<file path="src/rtl/time_set_ctrl_pkg.sv">
// ----------------------------------------------------------------------------
// time_set_ctrl_pkg
// Shared definitions for the clock time-setting controller:
//   - FSM state encoding (legacy-compatible 3-bit constants)
//   - BCD digit wrap limits (tens digits wrap at 5, units digits at 9)
//   - default parameter values
//   - small BCD helper functions
// ----------------------------------------------------------------------------
package time_set_ctrl_pkg;

    typedef logic [2:0] state_t;

    localparam state_t ST_RUN    = 3'd0;
    localparam state_t ST_SET3   = 3'd1;
    localparam state_t ST_SET2   = 3'd2;
    localparam state_t ST_SET1   = 3'd3;
    localparam state_t ST_SET0   = 3'd4;
    localparam state_t ST_COMMIT = 3'd5;

    localparam logic [3:0] LIM_TENS  = 4'd5;
    localparam logic [3:0] LIM_UNITS = 4'd9;

    localparam int DEF_DEB_SAMPLES = 10;
    localparam int DEF_TIMEOUT_S   = 10;
    localparam int DEF_BLINK_TICKS = 125;

    // Odd digit positions (minutes tens, seconds tens) are tens digits.
    function automatic logic [3:0] digit_limit(input logic [1:0] idx);
        return idx[0] ? LIM_TENS : LIM_UNITS;
    endfunction

    // Values at or above the limit wrap to 0, so an out-of-range digit
    // copied from the counter is pulled back into range on the first press.
    function automatic logic [3:0] bcd_inc(input logic [3:0] d, input logic [3:0] lim);
        return (d >= lim) ? 4'd0 : d + 4'd1;
    endfunction

endpackage

</file>
<file path="src/rtl/time_set_ctrl_if.sv">
// ----------------------------------------------------------------------------
// time_set_ctrl_if
// Controller <-> time counter bundle.
//   cur0..cur3   : live counter digits (BCD, cur0 = seconds units)
//   run_en       : counter count-enable
//   load         : single-cycle load strobe
//   load0..load3 : digit values to load, valid while load = 1
// master = controller side, slave = counter side.
// ----------------------------------------------------------------------------
interface time_set_ctrl_if;

    logic [3:0] cur0;
    logic [3:0] cur1;
    logic [3:0] cur2;
    logic [3:0] cur3;
    logic       run_en;
    logic       load;
    logic [3:0] load0;
    logic [3:0] load1;
    logic [3:0] load2;
    logic [3:0] load3;

    modport master (
        input  cur0, cur1, cur2, cur3,
        output run_en, load, load0, load1, load2, load3
    );

    modport slave (
        output cur0, cur1, cur2, cur3,
        input  run_en, load, load0, load1, load2, load3
    );

endinterface

</file>
<file path="src/rtl/btn_debounce.sv">
// ----------------------------------------------------------------------------
// btn_debounce
// Synchronises a raw asynchronous push-button, debounces it on the sample
// tick and emits a one-clock pulse on each accepted 0->1 transition.
// Ports:
//   clk, rst_n : clock, async active-low reset
//   tick       : sample strobe (500 Hz, one clk wide)
//   btn_raw    : raw button, active-high, asynchronous
//   press      : one-clk pulse when the debounced level rises
// ----------------------------------------------------------------------------
module btn_debounce
    import time_set_ctrl_pkg::*;
#(
    parameter int DEB_SAMPLES = DEF_DEB_SAMPLES
) (
    input  logic clk,
    input  logic rst_n,
    input  logic tick,
    input  logic btn_raw,
    output logic press
);

    localparam int CW = $clog2(DEB_SAMPLES + 1);

    logic [1:0]    sync;
    logic          level;
    logic [CW-1:0] cnt;
    logic          accept;

    // cnt counts consecutive samples that disagree with the accepted level;
    // the DEB_SAMPLES-th such sample flips the level.
    assign accept = tick && (sync[1] != level) && (cnt == CW'(DEB_SAMPLES - 1));

    // NOTE: sequential state uses non-blocking assignments so every flop
    // samples the pre-edge values regardless of statement order.
    always_ff @(posedge clk or negedge rst_n) begin
        if (!rst_n) begin
            sync  <= '0;
            level <= 1'b0;
            cnt   <= '0;
            press <= 1'b0;
        end else begin
            // NOTE: two flops before any logic looks at the button, so a
            // metastable first stage never reaches the debounce counter.
            sync  <= {sync[0], btn_raw};
            press <= accept && sync[1];
            if (tick) begin
                if (sync[1] == level) begin
                    cnt <= '0;
                end else if (accept) begin
                    level <= sync[1];
                    cnt   <= '0;
                end else begin
                    cnt <= cnt + 1'b1;
                end
            end
        end
    end

endmodule

</file>
<file path="src/rtl/time_set_ctrl.sv">
// ----------------------------------------------------------------------------
// time_set_ctrl
// Two-button time-setting controller for an MM:SS counter.
//   mode button : enter set mode, step SET3 -> SET2 -> SET1 -> SET0 -> commit
//   inc button  : increment the digit being edited (BCD wrap 5 or 9)
// Idle in set mode for TIMEOUT_S seconds aborts without loading.
// Ports:
//   clk, rst_n           : clock, async active-low reset
//   tick_1hz, tick_500hz : single-cycle timebase pulses
//   btn_mode, btn_inc    : raw push-buttons, active-high
//   blink_mask           : bit n = 1 blanks display digit n
//   bus (master)         : cur0..3 in; run_en, load, load0..3 out
// ----------------------------------------------------------------------------
module time_set_ctrl
    import time_set_ctrl_pkg::*;
#(
    parameter int DEB_SAMPLES = DEF_DEB_SAMPLES,
    parameter int TIMEOUT_S   = DEF_TIMEOUT_S,
    parameter int BLINK_TICKS = DEF_BLINK_TICKS
) (
    input  logic       clk,
    input  logic       rst_n,
    input  logic       tick_1hz,
    input  logic       tick_500hz,
    input  logic       btn_mode,
    input  logic       btn_inc,
    output logic [3:0] blink_mask,
    time_set_ctrl_if.master bus
);

    localparam int IW = $clog2(TIMEOUT_S + 1);
    localparam int BW = $clog2(BLINK_TICKS + 1);

    logic          mode_ev;
    logic          inc_ev;
    state_t        state;
    state_t        state_nxt;
    logic [3:0]    edit [4];
    logic [1:0]    sel;
    logic          in_set;
    logic          entering;
    logic          timeout;
    logic [IW-1:0] idle_cnt;
    logic [BW-1:0] blink_cnt;
    logic          blink_on;

    btn_debounce #(.DEB_SAMPLES(DEB_SAMPLES)) u_mode (
        .clk     (clk),
        .rst_n   (rst_n),
        .tick    (tick_500hz),
        .btn_raw (btn_mode),
        .press   (mode_ev)
    );

    btn_debounce #(.DEB_SAMPLES(DEB_SAMPLES)) u_inc (
        .clk     (clk),
        .rst_n   (rst_n),
        .tick    (tick_500hz),
        .btn_raw (btn_inc),
        .press   (inc_ev)
    );

    assign in_set = (state == ST_SET3) || (state == ST_SET2) ||
                    (state == ST_SET1) || (state == ST_SET0);

    // Any press restarts the idle window, so it also blocks a timeout
    // landing on the same cycle.
    assign timeout = in_set && tick_1hz && !(mode_ev || inc_ev) &&
                     (idle_cnt == IW'(TIMEOUT_S - 1));

    assign entering = (state_nxt != state) &&
                      ((state_nxt == ST_SET3) || (state_nxt == ST_SET2) ||
                       (state_nxt == ST_SET1) || (state_nxt == ST_SET0));

    // NOTE: every combinational output gets a default before the case so
    // no path leaves it unassigned and no latch is inferred.
    always_comb begin
        sel = 2'd0;
        case (state)
            ST_SET3: sel = 2'd3;
            ST_SET2: sel = 2'd2;
            ST_SET1: sel = 2'd1;
            default: sel = 2'd0;
        endcase
    end

    // Mode always wins over inc; a mode press leaves the current digit
    // untouched.
    always_comb begin
        state_nxt = state;
        case (state)
            ST_RUN:    if (mode_ev) state_nxt = ST_SET3;
            ST_SET3:   if (mode_ev) state_nxt = ST_SET2;  else if (timeout) state_nxt = ST_RUN;
            ST_SET2:   if (mode_ev) state_nxt = ST_SET1;  else if (timeout) state_nxt = ST_RUN;
            ST_SET1:   if (mode_ev) state_nxt = ST_SET0;  else if (timeout) state_nxt = ST_RUN;
            ST_SET0:   if (mode_ev) state_nxt = ST_COMMIT; else if (timeout) state_nxt = ST_RUN;
            ST_COMMIT: state_nxt = ST_RUN;
            default:   state_nxt = ST_RUN;
        endcase
    end

    always_ff @(posedge clk or negedge rst_n) begin
        if (!rst_n) begin
            state     <= ST_RUN;
            idle_cnt  <= '0;
            blink_cnt <= '0;
            blink_on  <= 1'b0;
            // NOTE: the edit registers are four flops each, not a RAM, so
            // resetting them is cheap and makes load0..3 read 0 out of reset.
            for (int i = 0; i < 4; i++) edit[i] <= 4'd0;
        end else begin
            state <= state_nxt;

            if (state == ST_RUN && mode_ev) begin
                edit[0] <= bus.cur0;
                edit[1] <= bus.cur1;
                edit[2] <= bus.cur2;
                edit[3] <= bus.cur3;
            end else if (in_set && inc_ev && !mode_ev) begin
                edit[sel] <= bcd_inc(edit[sel], digit_limit(sel));
            end

            if (!in_set || mode_ev || inc_ev) begin
                idle_cnt <= '0;
            end else if (tick_1hz) begin
                idle_cnt <= timeout ? '0 : idle_cnt + 1'b1;
            end

            // Each SETn starts with its digit visible.
            if (entering || !in_set) begin
                blink_cnt <= '0;
                blink_on  <= 1'b0;
            end else if (tick_500hz) begin
                if (blink_cnt == BW'(BLINK_TICKS - 1)) begin
                    blink_cnt <= '0;
                    blink_on  <= ~blink_on;
                end else begin
                    blink_cnt <= blink_cnt + 1'b1;
                end
            end
        end
    end

    always_comb begin
        blink_mask = 4'b0000;
        if (in_set && blink_on) blink_mask[sel] = 1'b1;
    end

    // Outputs decode straight from reset flops, so they take their reset
    // values as soon as rst_n falls.
    assign bus.run_en = (state == ST_RUN);
    assign bus.load   = (state == ST_COMMIT);
    assign bus.load0  = edit[0];
    assign bus.load1  = edit[1];
    assign bus.load2  = edit[2];
    assign bus.load3  = edit[3];

endmodule

</file>
<file path="src/flat_wrapper.sv">
// flat-port wrapper written by rule: the top's interface ports become plain ports
module time_set_ctrl_flat import time_set_ctrl_pkg::*;
#(
    parameter int DEB_SAMPLES = DEF_DEB_SAMPLES,
    parameter int TIMEOUT_S   = DEF_TIMEOUT_S,
    parameter int BLINK_TICKS = DEF_BLINK_TICKS
)
  (clk, rst_n, tick_1hz, tick_500hz, btn_mode, btn_inc, blink_mask, bus_cur0, bus_cur1, bus_cur2, bus_cur3, bus_run_en, bus_load, bus_load0, bus_load1, bus_load2, bus_load3);
  time_set_ctrl_if bus_i ();
  input  logic clk;
  input  logic rst_n;
  input  logic tick_1hz;
  input  logic tick_500hz;
  input  logic btn_mode;
  input  logic btn_inc;
  output logic [3:0] blink_mask;
  input wire logic [$bits(bus_i.cur0)-1:0] bus_cur0;
  input wire logic [$bits(bus_i.cur1)-1:0] bus_cur1;
  input wire logic [$bits(bus_i.cur2)-1:0] bus_cur2;
  input wire logic [$bits(bus_i.cur3)-1:0] bus_cur3;
  output wire logic [$bits(bus_i.run_en)-1:0] bus_run_en;
  output wire logic [$bits(bus_i.load)-1:0] bus_load;
  output wire logic [$bits(bus_i.load0)-1:0] bus_load0;
  output wire logic [$bits(bus_i.load1)-1:0] bus_load1;
  output wire logic [$bits(bus_i.load2)-1:0] bus_load2;
  output wire logic [$bits(bus_i.load3)-1:0] bus_load3;
  assign bus_i.cur0 = bus_cur0;
  assign bus_i.cur1 = bus_cur1;
  assign bus_i.cur2 = bus_cur2;
  assign bus_i.cur3 = bus_cur3;
  assign bus_run_en = bus_i.run_en;
  assign bus_load = bus_i.load;
  assign bus_load0 = bus_i.load0;
  assign bus_load1 = bus_i.load1;
  assign bus_load2 = bus_i.load2;
  assign bus_load3 = bus_i.load3;
  time_set_ctrl #(.DEB_SAMPLES(DEB_SAMPLES), .TIMEOUT_S(TIMEOUT_S), .BLINK_TICKS(BLINK_TICKS)) u_core (.clk(clk), .rst_n(rst_n), .tick_1hz(tick_1hz), .tick_500hz(tick_500hz), .btn_mode(btn_mode), .btn_inc(btn_inc), .blink_mask(blink_mask), .bus(bus_i));
endmodule
</file>
<file path="config.mk">
export PLATFORM = sky130hd
export DESIGN_NAME = time_set_ctrl_flat
export DESIGN_NICKNAME = d
export VERILOG_FILES = /design/src/rtl/time_set_ctrl_pkg.sv /design/src/rtl/time_set_ctrl_if.sv /design/src/rtl/btn_debounce.sv /design/src/rtl/time_set_ctrl.sv /design/src/flat_wrapper.sv
export SDC_FILE = /design/constraint.sdc
export NUM_CORES = 1
export LEC_CHECK = 0
export BUFFER_PORTS_ARGS = -buffer_cell sky130_fd_sc_hd__buf_2
export CORE_ASPECT_RATIO = 0.9
export CORE_MARGIN = 3
export CORE_UTILIZATION = 50
export DETAILED_ROUTE_END_ITERATION = 6
export MAX_ROUTING_LAYER = met4
export PLACE_DENSITY = 0.75
export SLEW_MARGIN = 10
export SYNTH_ARGS = -nofsm -noshare
export SYNTH_HDL_FRONTEND = slang
export SYNTH_SLANG_ARGS = --single-unit
export TNS_END_PERCENT = 5
</file>
<file path="constraint.sdc">
create_clock -name clk -period 2.35 [get_ports clk]
set_input_delay 0.235 -clock clk [delete_from_list [all_inputs] [get_ports clk]]
set_output_delay 0.235 -clock clk [all_outputs]
set_load 0.01 [all_outputs]
</file>
## After elaboration in Yosys (flattened, before gate mapping)

Cells that the tools add are included.

| operators by class | value |
|---|---|
| add/sub/neg operators | 5 |
| order comparisons | 5 |
| eq/ne operators | 18 |
| multiplexer cells | 34 |
| bitwise operators | 4 |
| reduce and logical (&&, ||, !) cells | 37 |

Operators with widths:

| kind | number |
|---|---|
| 4-bit two-way mux | 13 |
| 16-bit two-way mux | 2 |
| 7-bit two-way mux | 3 |
| 3-bit two-way mux | 6 |
| 4-bit by 1-bit adder with 4-bit output, second input constant | 4 |
| 16-bit bitwise mux | 1 |
| 1-bit logical AND | 16 |
| 3-bit one-hot mux with 5 select lines | 1 |
| 3-bit by 2-bit == test with 1-bit output, second input constant | 4 |
| 4-bit == test, second input constant | 3 |
| 1-bit logical OR | 10 |
| 3-bit == test, second input constant | 3 |
| 4-bit binary-select mux with 2-bit select | 1 |
| 4-bit demux with 2-bit select | 1 |
| 2-bit nonzero test | 4 |
| 7-bit by 1-bit adder with 7-bit output, second input constant | 1 |
| 7-bit == test, second input constant | 1 |
| 3-bit by 1-bit == test with 1-bit output, second input constant | 2 |
| 2-bit one-hot mux with 3 select lines | 1 |
| 3-bit AND reduction | 2 |
| 4-bit greater-or-equal comparator | 1 |
| 1-bit two-way mux | 4 |
| 3-bit greater-or-equal comparator, second input constant | 1 |
| 1-bit zero test | 3 |
| 11 further kinds | 15 |

| storage, ports and cells | value |
|---|---|
| flip-flop bits (word level) | 47 |
| input port bits | 22 |
| output and inout bits | 22 |
| logic and storage cells | 119 |

## Depth between registers and ports, before layout

| depth | value |
|---|---|
| depth in word-level cells | 18 |
| depth in mapped cells | 12 |
| gate-level depth less buffers | 11 |

## Modules after synthesis

A second synthesis with hierarchy kept.

| second synthesis, totals | value |
|---|---|
| cells, all modules | 278 |
| area, all modules | 2715.1 sq um |

Modules (own cells, without submodules):

| module | times used | cells an instance | area an instance (sq um) |
|---|---|---|---|
| time_set_ctrl | 1 | 222 | 2014.4 |
| btn_debounce | 2 | 28 | 350.3 |

## Worst setup path before layout

Ideal clock, no wire load.

| timing path | value |
|---|---|
| path type | reg-to-reg |
| from | reg u_core.state[0] |
| to | reg u_core.edit, in the netlist u_core.bus.load0[1] |
| library setup time | 0.083 ns |
| arrival time | 2.463 ns |
| slack | -0.196 ns |
| cell stages (with the launch flop) | 12 |
| buffers on the path | 0 |
| period minus slack after synthesis | 2.546 ns |
| cells stage by stage | dfrtp_1 > nor2b_1 > o2bb2ai_1 > a221oi_2 > inv_1 > ha_1 > nand2b_1 > a21o_1 > a21oi_1 > nand2_1 > a2bb2oi_1 > o21ai_0 |

| on the way | value |
|---|---|
| cells in the longest elaborated chain, start to end | 11 |
| elaborated cells on any way between the ends | 29 |
| those cells by class | add/sub (1); order compare (3); eq/ne (4); mux (11); bitwise (1); reduce/logical (9) |

Ends and longest elaborated chain:

| element | RTL line | text |
|---|---|---|
| start, declared | time_set_ctrl.sv:36 | `state_t state;` |
| start signal, assigned | time_set_ctrl.sv:112 | `state <= state_nxt;` |
| 3-bit by 2-bit == test with 1-bit output (tied with other cells) | time_set_ctrl.sv:64, time_set_ctrl.sv:79 |  |
| 2-bit one-hot mux with 3 select lines | time_set_ctrl.sv:79 | `case (state)` |
| 2-bit inverter with 3-bit output (not written as such) | time_set_ctrl.sv:120 | `edit[sel] <= bcd_inc(edit[sel], digit_limit(sel));` |
| 4-bit binary-select mux with 2-bit select | time_set_ctrl.sv:120 |  |
| 4-bit two-way mux (not written as such) (2 in a row) | time_set_ctrl.sv:120 |  |
| 4-bit by 1-bit adder with 4-bit output or 4-bit greater-or-equal comparator (tied branches) | time_set_ctrl_pkg.sv:35 | `return (d >= lim) ? 4'd0 : d + 4'd1;` |
| 4-bit two-way mux | time_set_ctrl_pkg.sv:35 |  |
| 16-bit bitwise mux | time_set_ctrl.sv:120 |  |
| 16-bit two-way mux | time_set_ctrl.sv:119 | `end else if (in_set && inc_ev && !mode_ev) begin` |
| 16-bit two-way mux | time_set_ctrl.sv:114 | `if (state == ST_RUN && mode_ev) begin` |
| end signal, assigned by index | time_set_ctrl.sv:120 |  |
| end, declared | time_set_ctrl.sv:38 | `logic [3:0] edit [4];` |

Several ways; a longest one is shown, not always the timed one. The select of a mux whose other input is x is not followed.
A chain may end at the register's enable or synchronous reset.

## Final worst setup path

| timing path | value |
|---|---|
| from | reg u_core.state[1] |
| to | reg u_core.edit, in the netlist u_core.bus.load0[0] |

Same word-level chain as after synthesis.

==> metrics.txt <==
# TYPE chip_impl_metric gauge
chip_impl_metric{name="post_drt_via_cell_ratio",unit=""} 5.67
chip_impl_metric{name="unique_masters_post_synth",unit=""} 60
chip_impl_metric{name="clkSlewWorstSetupHoldPaths",unit="ns"} 0.09
chip_impl_metric{name="ir_worst_vdd",unit="V"} 0.000354
chip_impl_info{name="critical-path-slowest-cell",value="sky130_fd_sc_hd__dfrtp_2"} 1
chip_impl_metric{name="number_of_detailed_route_iterations_in_the_first_pass",unit=""} 4
chip_impl_metric{name="dp_slack",unit="ns"} -0.0943
chip_impl_metric{name="finalCritPeriodShare",unit="%"} 102
chip_impl_metric{name="grt_start_max_net_pins",unit=""} 20
chip_impl_info{name="tritoncts",value="built"} 1
chip_impl_metric{name="syn-mean-instance-area",unit="um^2"} 9.56
chip_impl_metric{name="floorplan.die.width",unit="um"} 83.1
chip_impl_info{name="most-common-layout-cells",value="45 x sky130_fd_sc_hd__dfrtp_1, 43 x sky130_fd_sc_hd__buf_2, 33 x sky130_fd_sc_hd__nand2_1, 27 x sky130_fd_sc_hd__nor2_1, 19 x sky130_fd_sc_hd__buf_4"} 1
chip_impl_metric{name="synthesis.yosys.warnings",unit=""} 0
chip_impl_metric{name="sequential_cell_area_fraction_in_the_yosys_report",unit="%"} 43.9
chip_impl_metric{name="clock_network_latency_to_the_later_pin_of_the_worst_skew_pair",unit="ns"} 0.30
chip_impl_info{name="worstHoldPathType",value="in -> reg"} 1
chip_impl_metric{name="layout_min_cycle_time",unit="ns"} 2.41
chip_impl_metric{name="syn_inst",unit=""} 280
chip_impl_metric{name="hold_viol",unit=""} 0
chip_impl_metric{name="max_freq",unit="GHz"} 0.415
chip_impl_metric{name="die-area",unit="mm^2"} 0.00627
chip_impl_metric{name="worst_pin_slew",unit="ns"} 0.651
chip_impl_metric{name="postSynthRegisterBits",unit=""} 47
chip_impl_info{name="violations",value="setup timing"} 1
chip_impl_metric{name="placedInstanceArea",unit="mm^2"} 0.00305
chip_impl_metric{name="worstPathArrival",unit="ns"} 2.63
chip_impl_metric{name="clk_path_buf_depth",unit=""} 2
chip_impl_metric{name="finClkSkew",unit="ns"} 0.00265
chip_impl_metric{name="final_setup_tns",unit="ns"} -0.140
chip_impl_metric{name="dr.first_iter.drc_count",unit=""} 202
chip_impl_metric{name="setup-violations-final",unit=""} 3
chip_impl_metric{name="drc",unit=""} 0
chip_impl_metric{name="final_area",unit="mm^2"} 0.00326
chip_impl_metric{name="timing.final.max_slew_violations",unit=""} 0
chip_impl_metric{name="fillers",unit=""} 426
chip_impl_metric{name="insertedDiodeCount",unit=""} 0
chip_impl_metric{name="worstPathRequired",unit="ns"} 2.57
chip_impl_metric{name="globalRoute.totalOverflow",unit=""} 0
chip_impl_metric{name="cellPowerDensity",unit="mW/mm^2"} 499
chip_impl_info{name="rsz0062_at_grt",value="true"} 1
chip_impl_info{name="cp_cell_sequence",value="buf_6 > mux2_4 > o221ai_2 > inv_1 > ha_1 > a21o_1 > a21oi_4 > nand2_2 > a2bb2oi_2 > o21ai_1"} 1
chip_impl_metric{name="rr_worst_depth",unit=""} 10
chip_impl_metric{name="postRouteAntennaNets",unit=""} 0
chip_impl_metric{name="nets",unit=""} 377
chip_impl_metric{name="worst_slack",unit="ns"} -0.0581
chip_impl_metric{name="cts_buffers",unit=""} 5
chip_impl_metric{name="final_layout_size_suffix_gt1_share",unit="%"} 30.0
chip_impl_info{name="synth-main-ff-cell",value="sky130_fd_sc_hd__dfrtp_1"} 1
chip_impl_metric{name="mappedNetlistNets",unit=""} 315
chip_impl_info{name="layout.cells.most_common",value="sky130_fd_sc_hd__dfrtp_1"} 1
chip_impl_info{name="setup.worst_path.end_class",value="flop"} 1
chip_impl_metric{name="area.growth.synth_to_final",unit="%"} 21.7
chip_impl_metric{name="dr_total_vias",unit=""} 2313
chip_impl_metric{name="min_delay_path_depth",unit=""} 1
chip_impl_metric{name="num_io_pins",unit=""} 44
chip_impl_metric{name="route.final.wire_length",unit="mm"} 6.40
chip_impl_metric{name="grt_usage",unit="%"} 20.5
chip_impl_metric{name="slew-limit-headroom",unit="%"} 56.6
chip_impl_metric{name="number_of_buffers_inserted_by_port_buffering",unit=""} 43
chip_impl_metric{name="worst_path_largest_cell_delay",unit="ns"} 0.49
chip_impl_metric{name="power",unit="mW"} 1.63
chip_impl_info{name="startpoint_types",value="flop"} 1
chip_impl_metric{name="critPathMaxFanout",unit=""} 8
chip_impl_metric{name="wire_per_inst",unit="um"} 15.7
chip_impl_metric{name="die_height",unit="um"} 75.4
chip_impl_metric{name="gpl.final_weighted_congestion",unit=""} 0.906
chip_impl_metric{name="cts_htree_levels",unit=""} 2
chip_impl_info{name="worstSetupPathType",value="reg -> reg"} 1
chip_impl_metric{name="leakagePower",unit="nW"} 1.46
chip_impl_metric{name="hpwlAfterDp",unit="mm"} 4.75
chip_impl_metric{name="number_of_global_route_vias_before_repair",unit=""} 2133
chip_impl_metric{name="cts.sinks",unit=""} 47
chip_impl_info{name="clock_tree.root_cell",value="sky130_fd_sc_hd__clkbuf_8"} 1
chip_impl_metric{name="cell_rows",unit=""} 24
chip_impl_metric{name="asyncSetResetFlopFracSynth",unit="%"} 100
chip_impl_metric{name="core_area",unit="mm^2"} 0.00501
chip_impl_metric{name="syn-cell-area",unit="mm^2"} 0.00268
chip_impl_metric{name="floorplan.initialDensity",unit="%"} 53.4
chip_impl_metric{name="synth-edff-count",unit=""} 0
chip_impl_metric{name="cap_violations",unit=""} 0
chip_impl_metric{name="grt_antenna_before_repair",unit=""} 0
chip_impl_info{name="run_status",value="finished with violations"} 1
chip_impl_metric{name="grt_first_pass_wirelength",unit="mm"} 9.92
==> registers in the layout, indices dropped and copies added, names as in the netlist <==
register,cells
u_core.idle_cnt,4
u_core.bus.load1,4
u_core.u_inc.press,1
u_core.blink_on,1
u_core.bus.load2,4
u_core.bus.load3,4
u_core.bus.load0,4
u_core.u_mode.sync,2
u_core.state,3
u_core.blink_cnt,7
u_core.u_mode.cnt,4
u_core.u_inc.sync,2
u_core.u_inc.level,1
u_core.u_mode.press,1
u_core.u_mode.level,1
u_core.u_inc.cnt,4
==> cell usage after synthesis, types with 2 or more instances <==
library cell | instances | area [um^2]
sky130_fd_sc_hd__mux2i_1 | 6 | 60.1
sky130_fd_sc_hd__and2_1 | 2 | 12.5
sky130_fd_sc_hd__ha_1 | 13 | 163
sky130_fd_sc_hd__o21ai_1 | 6 | 30.0
sky130_fd_sc_hd__nand4_1 | 2 | 12.5
sky130_fd_sc_hd__clkbuf_1 | 3 | 11.3
sky130_fd_sc_hd__o211ai_1 | 2 | 15.0
sky130_fd_sc_hd__nor2_1 | 28 | 105
sky130_fd_sc_hd__nor2b_1 | 2 | 12.5
sky130_fd_sc_hd__a2bb2oi_1 | 2 | 17.5
sky130_fd_sc_hd__nand2_2 | 2 | 12.5
sky130_fd_sc_hd__nor3b_1 | 3 | 22.5
sky130_fd_sc_hd__buf_2 | 4 | 20.0
sky130_fd_sc_hd__inv_1 | 11 | 41.3
sky130_fd_sc_hd__o21ai_0 | 19 | 95.1
sky130_fd_sc_hd__mux2_2 | 3 | 33.8
sky130_fd_sc_hd__a22oi_1 | 11 | 82.6
sky130_fd_sc_hd__o2bb2ai_1 | 3 | 26.3
sky130_fd_sc_hd__xnor2_1 | 2 | 17.5
sky130_fd_sc_hd__or2_2 | 2 | 12.5
sky130_fd_sc_hd__nand3_1 | 6 | 30.0
sky130_fd_sc_hd__a21oi_1 | 13 | 65.1
sky130_fd_sc_hd__nor3_1 | 6 | 30.0
sky130_fd_sc_hd__nand2b_1 | 5 | 31.3
sky130_fd_sc_hd__nand2_1 | 34 | 128
sky130_fd_sc_hd__o22ai_1 | 3 | 18.8
sky130_fd_sc_hd__xor2_1 | 5 | 43.8
sky130_fd_sc_hd__a311oi_1 | 4 | 35.0
sky130_fd_sc_hd__dfrtp_1 | 47 | 1180
==> layer usage <==
metal / track usage [%] / share of wire, % / vias to the layer above
met3: 4.00 / 5.0 / 11
li1: - / - / 1123
met1: 27.0 / 45 / 1116
met5: - / 0 / -
met2: 32.3 / 48 / 63
met4: 6.72 / 1.4 / 0
==> critical path, delay by kind of cell (launching register included) <==
family          cells  cell delay (ns)
flops               1             0.49
compound gates      5             0.90
simple gates        1             0.12
mux                 1             0.29
buf+inv             2             0.23
fa+ha+maj           1             0.29
==> worst paths after layout <==
path,from,to,slack [ns]
min in group asynchronous,rst_n,u_core.bus.load1[0],0.40
max in group asynchronous,rst_n,u_core.blink_cnt[4],1.37
max reg2reg,u_core.state[1],u_core.bus.load0[0],-0.06
max,u_core.state[1],u_core.bus.load0[0],-0.06
min reg2reg,u_core.u_inc.sync[0],u_core.u_inc.sync[1],0.37
min,btn_inc,u_core.u_inc.sync[0],0.04
==> report_power, final <==
part | switching [mW] | internal (mW)
sequential | 0.0209 | 0.829
clock | 0.278 | 0.350
combinational | 0.0819 | 0.0668
==> repair_timing <==
item                                    in CTS  in global routing
hold endpoints to repair                    16                  0
pin swaps                                    0                  9
hold buffers                                 1                  0
endpoints found under the setup margin      14                 15
buffers inserted                             0                  5
resized for setup                            2                 14
==> cell families (layout without fill, tap and decap cells) <==
kind of cell	Yosys count	count (layout)	synth area share (%)
adder cells (fa/ha/maj)	13	13	6.08
AND/OR/NAND/NOR	102	102	18.8
AO/OA/AOI/OAI	77	77	19.6
XOR/XNOR	8	8	2.90
buffers and inverters	23	86	4.25
flip-flops	47	47	43.9
multiplexers	10	10	4.35
==> metrics by stage <==
step	std cells	utilization (%)	hold slack [ns]
after floorplan	280	-	-0.0606
after global placement	395	60.9	0.188
after detailed placement	395	60.9	0.191
after CTS	404	63.6	0.0326
after global routing	408	65.0	0.0253
final	408	65.0	0.0364
==> area by class of cell <==
class,count,area (um^2),share of cell area (%)
Clock buffer,6,82.6,2.53
Multi-Input combinational cell,210,1440,44.1
Sequential cell,47,1180,36.2
Tap cell,65,81.3,2.50
Timing Repair Buffer,65,390,12.0
Clock inverter,2,38.8,1.19
Inverter,13,48.8,1.50
(Power assumes the default switching activity.)
